--- src/rtl/pc_fetch_if.sv ---
// Instruction-memory fetch channel: request/address out of the fetch unit,
// acknowledge back from the memory.
interface pc_fetch_if #(
    parameter int WIDTH = 32
);
    logic             imem_req;
    logic [WIDTH-1:0] imem_addr;
    logic             imem_ack;

    modport master (
        output imem_req,
        output imem_addr,
        input  imem_ack
    );

    modport slave (
        input  imem_req,
        input  imem_addr,
        output imem_ack
    );
endinterface

--- src/rtl/pc_fetch.sv ---
// Program-counter / instruction-fetch sequencer.
//
// state | meaning
// ------+---------------------------------------------------------------
// IDLE  | first cycle out of reset, no request, redirects ignored
// REQ   | imem_req high, waiting for imem_ack at the current pc
// HOLD  | instruction accepted but downstream stalled, pc parked
//
// A redirect (jump wins over branch_taken) in REQ or HOLD always loads the
// word-aligned target and returns to REQ, even under stall. An ack that
// lands in the same cycle as a redirect belongs to the old path and is
// dropped.
module pc_fetch #(
    parameter int               WIDTH    = 32,
    parameter logic [WIDTH-1:0] RESET_PC = '0
) (
    input  logic             clk,
    input  logic             rst_n,
    input  logic             stall,
    input  logic             branch_taken,
    input  logic [WIDTH-1:0] branch_target,
    input  logic             jump,
    input  logic [WIDTH-1:0] jump_target,
    pc_fetch_if.master       imem,
    output logic [WIDTH-1:0] pc,
    output logic [WIDTH-1:0] pc_plus4,
    output logic             fetch_valid,
    output logic [WIDTH-1:0] fetch_pc,
    output logic [WIDTH-1:0] fetch_count
);

    typedef enum logic [1:0] {
        IDLE = 2'd0,
        REQ  = 2'd1,
        HOLD = 2'd2
    } state_e;

    localparam logic [WIDTH-1:0] RESET_PC_ALIGNED = {RESET_PC[WIDTH-1:2], 2'b00};

    state_e           state_q, state_d;
    logic [WIDTH-1:0] pc_q, pc_d;
    logic             fetch_valid_q, fetch_valid_d;
    logic [WIDTH-1:0] fetch_pc_q, fetch_pc_d;
    logic [WIDTH-1:0] fetch_count_q, fetch_count_d;

    logic             redirect;
    logic [WIDTH-1:0] redirect_raw;
    logic [WIDTH-1:0] redirect_pc;
    logic [WIDTH-1:0] pc_inc;

    // Sequential pc increment and redirect target selection (jump has priority).
    always_comb begin
        pc_inc       = pc_q + WIDTH'(4);
        redirect     = jump | branch_taken;
        redirect_raw = jump ? jump_target : branch_target;
        redirect_pc  = {redirect_raw[WIDTH-1:2], 2'b00};
    end

    // State, pc and fetch-report registers; reset aborts any outstanding request.
    always_ff @(posedge clk or negedge rst_n) begin
        if (!rst_n) begin
            state_q       <= IDLE;
            pc_q          <= RESET_PC_ALIGNED;
            fetch_valid_q <= 1'b0;
            fetch_pc_q    <= '0;
            fetch_count_q <= '0;
        end else begin
            state_q       <= state_d;
            pc_q          <= pc_d;
            fetch_valid_q <= fetch_valid_d;
            fetch_pc_q    <= fetch_pc_d;
            fetch_count_q <= fetch_count_d;
        end
    end

    // Next-state, next-pc and acceptance logic.
    always_comb begin
        state_d       = state_q;
        pc_d          = pc_q;
        fetch_valid_d = 1'b0;
        fetch_pc_d    = fetch_pc_q;
        fetch_count_d = fetch_count_q;

        unique case (state_q)
            IDLE: begin
                state_d = REQ;
            end
            REQ: begin
                if (redirect) begin
                    pc_d    = redirect_pc;
                    state_d = REQ;
                end else if (imem.imem_ack) begin
                    fetch_valid_d = 1'b1;
                    fetch_pc_d    = pc_q;
                    fetch_count_d = fetch_count_q + WIDTH'(1);
                    if (stall) begin
                        state_d = HOLD;
                    end else begin
                        pc_d = pc_inc;
                    end
                end
            end
            HOLD: begin
                if (redirect) begin
                    pc_d    = redirect_pc;
                    state_d = REQ;
                end else if (!stall) begin
                    pc_d    = pc_inc;
                    state_d = REQ;
                end
            end
            default: begin
                state_d = IDLE;
            end
        endcase
    end

    assign imem.imem_req  = (state_q == REQ);
    assign imem.imem_addr = pc_q;
    assign pc             = pc_q;
    assign pc_plus4       = pc_inc;
    assign fetch_valid    = fetch_valid_q;
    assign fetch_pc       = fetch_pc_q;
    assign fetch_count    = fetch_count_q;

endmodule

--- src/flat_wrapper.sv ---
// flat-port wrapper written by rule: the top's interface ports become plain ports
module pc_fetch_flat 
#(
    parameter int               WIDTH    = 32,
    parameter logic [WIDTH-1:0] RESET_PC = '0
)
  (clk, rst_n, stall, branch_taken, branch_target, jump, jump_target, pc, pc_plus4, fetch_valid, fetch_pc, fetch_count, imem_imem_req, imem_imem_addr, imem_imem_ack);
  pc_fetch_if #(.WIDTH(WIDTH)) imem_i ();
  input  logic clk;
  input  logic rst_n;
  input  logic stall;
  input  logic branch_taken;
  input  logic [WIDTH-1:0] branch_target;
  input  logic jump;
  input  logic [WIDTH-1:0] jump_target;
  output logic [WIDTH-1:0] pc;
  output logic [WIDTH-1:0] pc_plus4;
  output logic fetch_valid;
  output logic [WIDTH-1:0] fetch_pc;
  output logic [WIDTH-1:0] fetch_count;
  output wire logic [$bits(imem_i.imem_req)-1:0] imem_imem_req;
  output wire logic [$bits(imem_i.imem_addr)-1:0] imem_imem_addr;
  input wire logic [$bits(imem_i.imem_ack)-1:0] imem_imem_ack;
  assign imem_imem_req = imem_i.imem_req;
  assign imem_imem_addr = imem_i.imem_addr;
  assign imem_i.imem_ack = imem_imem_ack;
  pc_fetch #(.WIDTH(WIDTH), .RESET_PC(RESET_PC)) u_core (.clk(clk), .rst_n(rst_n), .stall(stall), .branch_taken(branch_taken), .branch_target(branch_target), .jump(jump), .jump_target(jump_target), .imem(imem_i), .pc(pc), .pc_plus4(pc_plus4), .fetch_valid(fetch_valid), .fetch_pc(fetch_pc), .fetch_count(fetch_count));
endmodule
--- config.mk ---
export PLATFORM = sky130hd
export DESIGN_NAME = pc_fetch_flat
export DESIGN_NICKNAME = d
export VERILOG_FILES = /design/src/rtl/pc_fetch_if.sv /design/src/rtl/pc_fetch.sv /design/src/flat_wrapper.sv
export SDC_FILE = /design/constraint.sdc
export NUM_CORES = 1
export LEC_CHECK = 0
export BUFFER_PORTS_ARGS = -buffer_cell sky130_fd_sc_hd__buf_4
export CORE_UTILIZATION = 50
export CTS_BUF_LIST = sky130_fd_sc_hd__clkbuf_2 sky130_fd_sc_hd__clkbuf_4 sky130_fd_sc_hd__clkbuf_8
export CTS_CLUSTER_SIZE = 10
export DETAILED_ROUTE_END_ITERATION = 8
export PLACE_DENSITY = 0.83
export SLEW_MARGIN = 20
export SYNTH_ARGS = -nofsm -noshare
export SYNTH_HDL_FRONTEND = slang
export SYNTH_SLANG_ARGS = --single-unit
export TNS_END_PERCENT = 50
--- constraint.sdc ---
create_clock -name clk -period 2.8 [get_ports clk]
set_clock_uncertainty 0.05 [all_clocks]
set_input_delay 0.28 -clock clk [delete_from_list [all_inputs] [get_ports clk]]
set_output_delay 0.28 -clock clk [all_outputs]
set_load 0.005 [all_outputs]
==> impl_metrics.csv <==
group,metric,value,unit
outcome,status,"completed",
yosys,synth_top_area_frac,0.430,
placement,portBuffers,219,
sta,final_hold_viol_count,0,
cts,clock_sinks,95,
sta,report.final.slew_viol_count,0,
global_routing,grt_start_max_net_pins,58,
floorplan,ioPinCount,232,
sta,slew_headroom,0.503,
cts,clk_root_buffer_cell,"clkbuf_8",
global_routing,antenna_found_initial,0,
power_and_ir_drop,total_power,0.00686,W
sta,setup_violations,0,
floorplan,core,10800,um^2
cts,clk_latency,370,ps
worst_setup_path,startpoint,"u_core.imem.imem_addr[9]",
power_and_ir_drop,p_leak,3.54,nW
cts,cts_setup_buffers,0,
worst_setup_path,slowest_delay,640,ps
worst_setup_path,r2r_setup_slack,460,ps
sta,tns,0,ps
yosys,synth_top_area_cell,"dfrtp_1",
floorplan,die_area,11500,um^2
yosys,synth-edff-count,0,
worst_setup_path,timing.rr.start,"u_core.state_q[1]",
sta,worst_slew_pin_slew,746,ps
yosys,synth_area,5520,um^2
cts,cts_tree,"built",
layout,n_antenna_cell,0,
layout,nets,824,
layout,final_cell_mix,"246 x buf_4, 93 x dfrtp_1, 40 x xnor2_1",
yosys,yosysSeqAreaShare,0.430,
floorplan,rows,38,
global_routing,groute.layer.met1.usage,0.362,
placement,hpwlAfterDp,12.1,mm
layout,area_growth_syn_to_layout,34.1,%
drt,ant_nets,0,
worst_setup_path,critPathLaunchType,"flip-flop",
worst_setup_path,cp_max_fo,9,
worst_setup_path,crit_path_cell_trace,"nand4_2, or4_4, nor4_4, xnor2_1, buf_4",
cts,cts_buffer_depth,2,
worst_hold_path,min_to,"u_core.imem.imem_addr[3]",
job,cap_violations,0,
drt,first_pass_iters,5,
sta,period_share,0.941,
global_routing,grt_pass1_vias,4959,
yosys,synth_area_leaders,"dfrtp_1 43%, xnor2_1 6.3%, mux2_2 6.3%, buf_4 5.2%, xor2_1 3.0%",
sta,post-route-min-period,2630,ps
floorplan,fp.dieH,107,um
sta,rsz0062_at_grt,"false",
drt,viasPerCell,5.82,
floorplan,die_w,107,um
drt,vias,5198,
global_routing,gr-usage-met3,0.0602,
worst_setup_path,worstPathArrival,2300,ps
drt,drtIter0Drc,311,
floorplan,start_util,0.512,
yosys,ys.flop_type,"dfrtp_1",
cts,cts_buffers,9,
drt,wire_per_inst,18.4,um
power_and_ir_drop,peakVddDrop,0.578,mV
global_routing,grt_overflow,0,
drt,drc,0,
worst_hold_path,hold_path_class,"input port to flip-flop",
global_routing,grtUsageTotal,0.287,
global_routing,top_usage_layer,"met2",
sta,timing.hold.ws,152,ps
layout,drive_gt1_frac,0.406,
yosys,ys_ff_latch,95,
yosys,async_reset_ff_frac,1.00,
worst_hold_path,min_path_cells,3,
cts,clkTransAtPathRegs,100,ps
worst_setup_path,cp_data_required_time,2470,ps
placement,gp_congestion,0.872,
yosys,postSynthAreaPerCell,9.92,um^2
layout,final_common_cell,"buf_4",
drt,wl,16.4,mm
worst_setup_path,crit_type,"flip-flop to primary output",
yosys,yosys.cell_types.count,56,
power_and_ir_drop,cellPowerDensity,926,nW/um^2
cts,h-tree-depth,3,
worst_setup_path,r2r_cells,9,
global_routing,use_met2,0.485,
yosys,synth_warnings,0,
worst_setup_path,r2r-end,"u_core.fetch_count[29]",
yosys,syn_inst,557,
worst_setup_path,cp-end-kind,"primary output",
worst_setup_path,slowest_stage,"or4_4",
worst_hold_path,timing.hold.worst.start,"jump_target[3]",
global_routing,grt_pass1_wl,25.6,mm
sta,fmaxAchievable,380,MHz
-- Yosys cell counts (2+ instances only) --
| master | n |
|---|---|
| dfrtp_1 | 95 |
| xnor2_1 | 40 |
| buf_4 | 38 |
| nand2_1 | 37 |
| mux2_2 | 31 |
| nor2_1 | 25 |
| clkbuf_1 | 24 |
| nand3_1 | 23 |
| o21ai_0 | 22 |
| nand4_1 | 21 |
| a21oi_1 | 19 |
| xor2_1 | 19 |
| and3_1 | 15 |
| and4_1 | 15 |
| inv_1 | 11 |
| a31oi_1 | 10 |
| o22ai_1 | 10 |
| mux2i_1 | 8 |
| o22a_1 | 7 |
| buf_1 | 6 |
| buf_2 | 6 |
| ha_1 | 6 |
| o21a_1 | 5 |
| a2bb2oi_1 | 4 |
| nor3_1 | 4 |
| o31ai_1 | 4 |
| a222oi_1 | 3 |
| a22o_1 | 3 |
| and2_1 | 3 |
| nor4_1 | 3 |
| o311a_1 | 3 |
| a211oi_1 | 2 |
| a221oi_1 | 2 |
| a32o_1 | 2 |
| a41oi_1 | 2 |
| clkinv_1 | 2 |
| nand2b_1 | 2 |
| nor2b_1 | 2 |
| nor4_2 | 2 |
| o2bb2ai_1 | 2 |
| o32ai_1 | 2 |
| or2_2 | 2 |
| or4_1 | 2 |
-- cell type report --
class	instances	area, um^2
Fill cell	817	3390
Multi-Input combinational cell	382	2720
Sequential cell	95	2380
Timing Repair Buffer	247	1860
Tap cell	140	175
Clock buffer	9	124
Clock inverter	7	103
Inverter	13	48.8
-- per-stage QoR --
step	utilization	area [um^2]	cells	setup slack [ps]
floorplan	-	5550	564	617
global placement	0.663	7150	876	393
detailed placement	0.663	7150	876	372
CTS	0.685	7390	893	63.1
global route	0.686	7410	893	15.3
finish	0.686	7410	893	167
-- sequential cells by signal (all words and copies together) (netlist names) --
signal	flops
u_core.state_q	2
u_core.fetch_pc	30
u_core.imem.imem_addr	30
u_core.fetch_count	32
u_core.fetch_valid	1
-- layer usage --
| layer | part of all wire | vias to the layer above |
|---|---|---|
| li1 | - | 2356 |
| met1 | 0.40 | 2529 |
| met2 | 0.50 | 283 |
| met3 | 0.078 | 30 |
| met4 | 0.019 | 0 |
| met5 | 0 | - |
-- critical path, delay by kind of cell, from the launching register on --
family | cells | cell delay, ps
and+or+nand+nor | 3 | 1160
DFF | 1 | 460
buffers and inverters | 1 | 140
xor gates and xnor gates | 1 | 170
-- cell families after synthesis --
| family | after synthesis | share of synthesized area |
|---|---|---|
| other | 1 | 0.000679 |
| muxes | 39 | 0.0777 |
| DFF | 95 | 0.430 |
| and+or+nand+nor | 163 | 0.166 |
| AOI/OAI and AO/OA | 107 | 0.132 |
| xor gates and xnor gates | 59 | 0.0936 |
| adders and majority gates | 6 | 0.0136 |
| buffers and inverters | 87 | 0.0863 |
-- repair_timing --
item / 4_1_cts / 5_1_grt
endpoints found under the setup margin: 1 / 6
gates resized for setup: 1 / 4
hold buffers: 1 / 0
endpoints found under the hold margin: 55 / 0
-- worst max-delay path by stage --
stage          depth (start not counted)  slack (ps)                endpoint
2_1_floorplan                          9         620  u_core.fetch_count[29]
3_3_place_gp                           5         390            pc_plus4[25]
3_5_place_dp                           5         370            pc_plus4[25]
4_1_cts                                5          60            pc_plus4[25]
5_1_grt                                7          20            pc_plus4[26]
6_report                               5         170            pc_plus4[25]
-- power breakdown --
group	switching, W	internal, W
logic	0.00142	0.00190
registers	0.000668	0.00184
clock network	0.000523	0.000516
(Power assumes the default switching activity.)
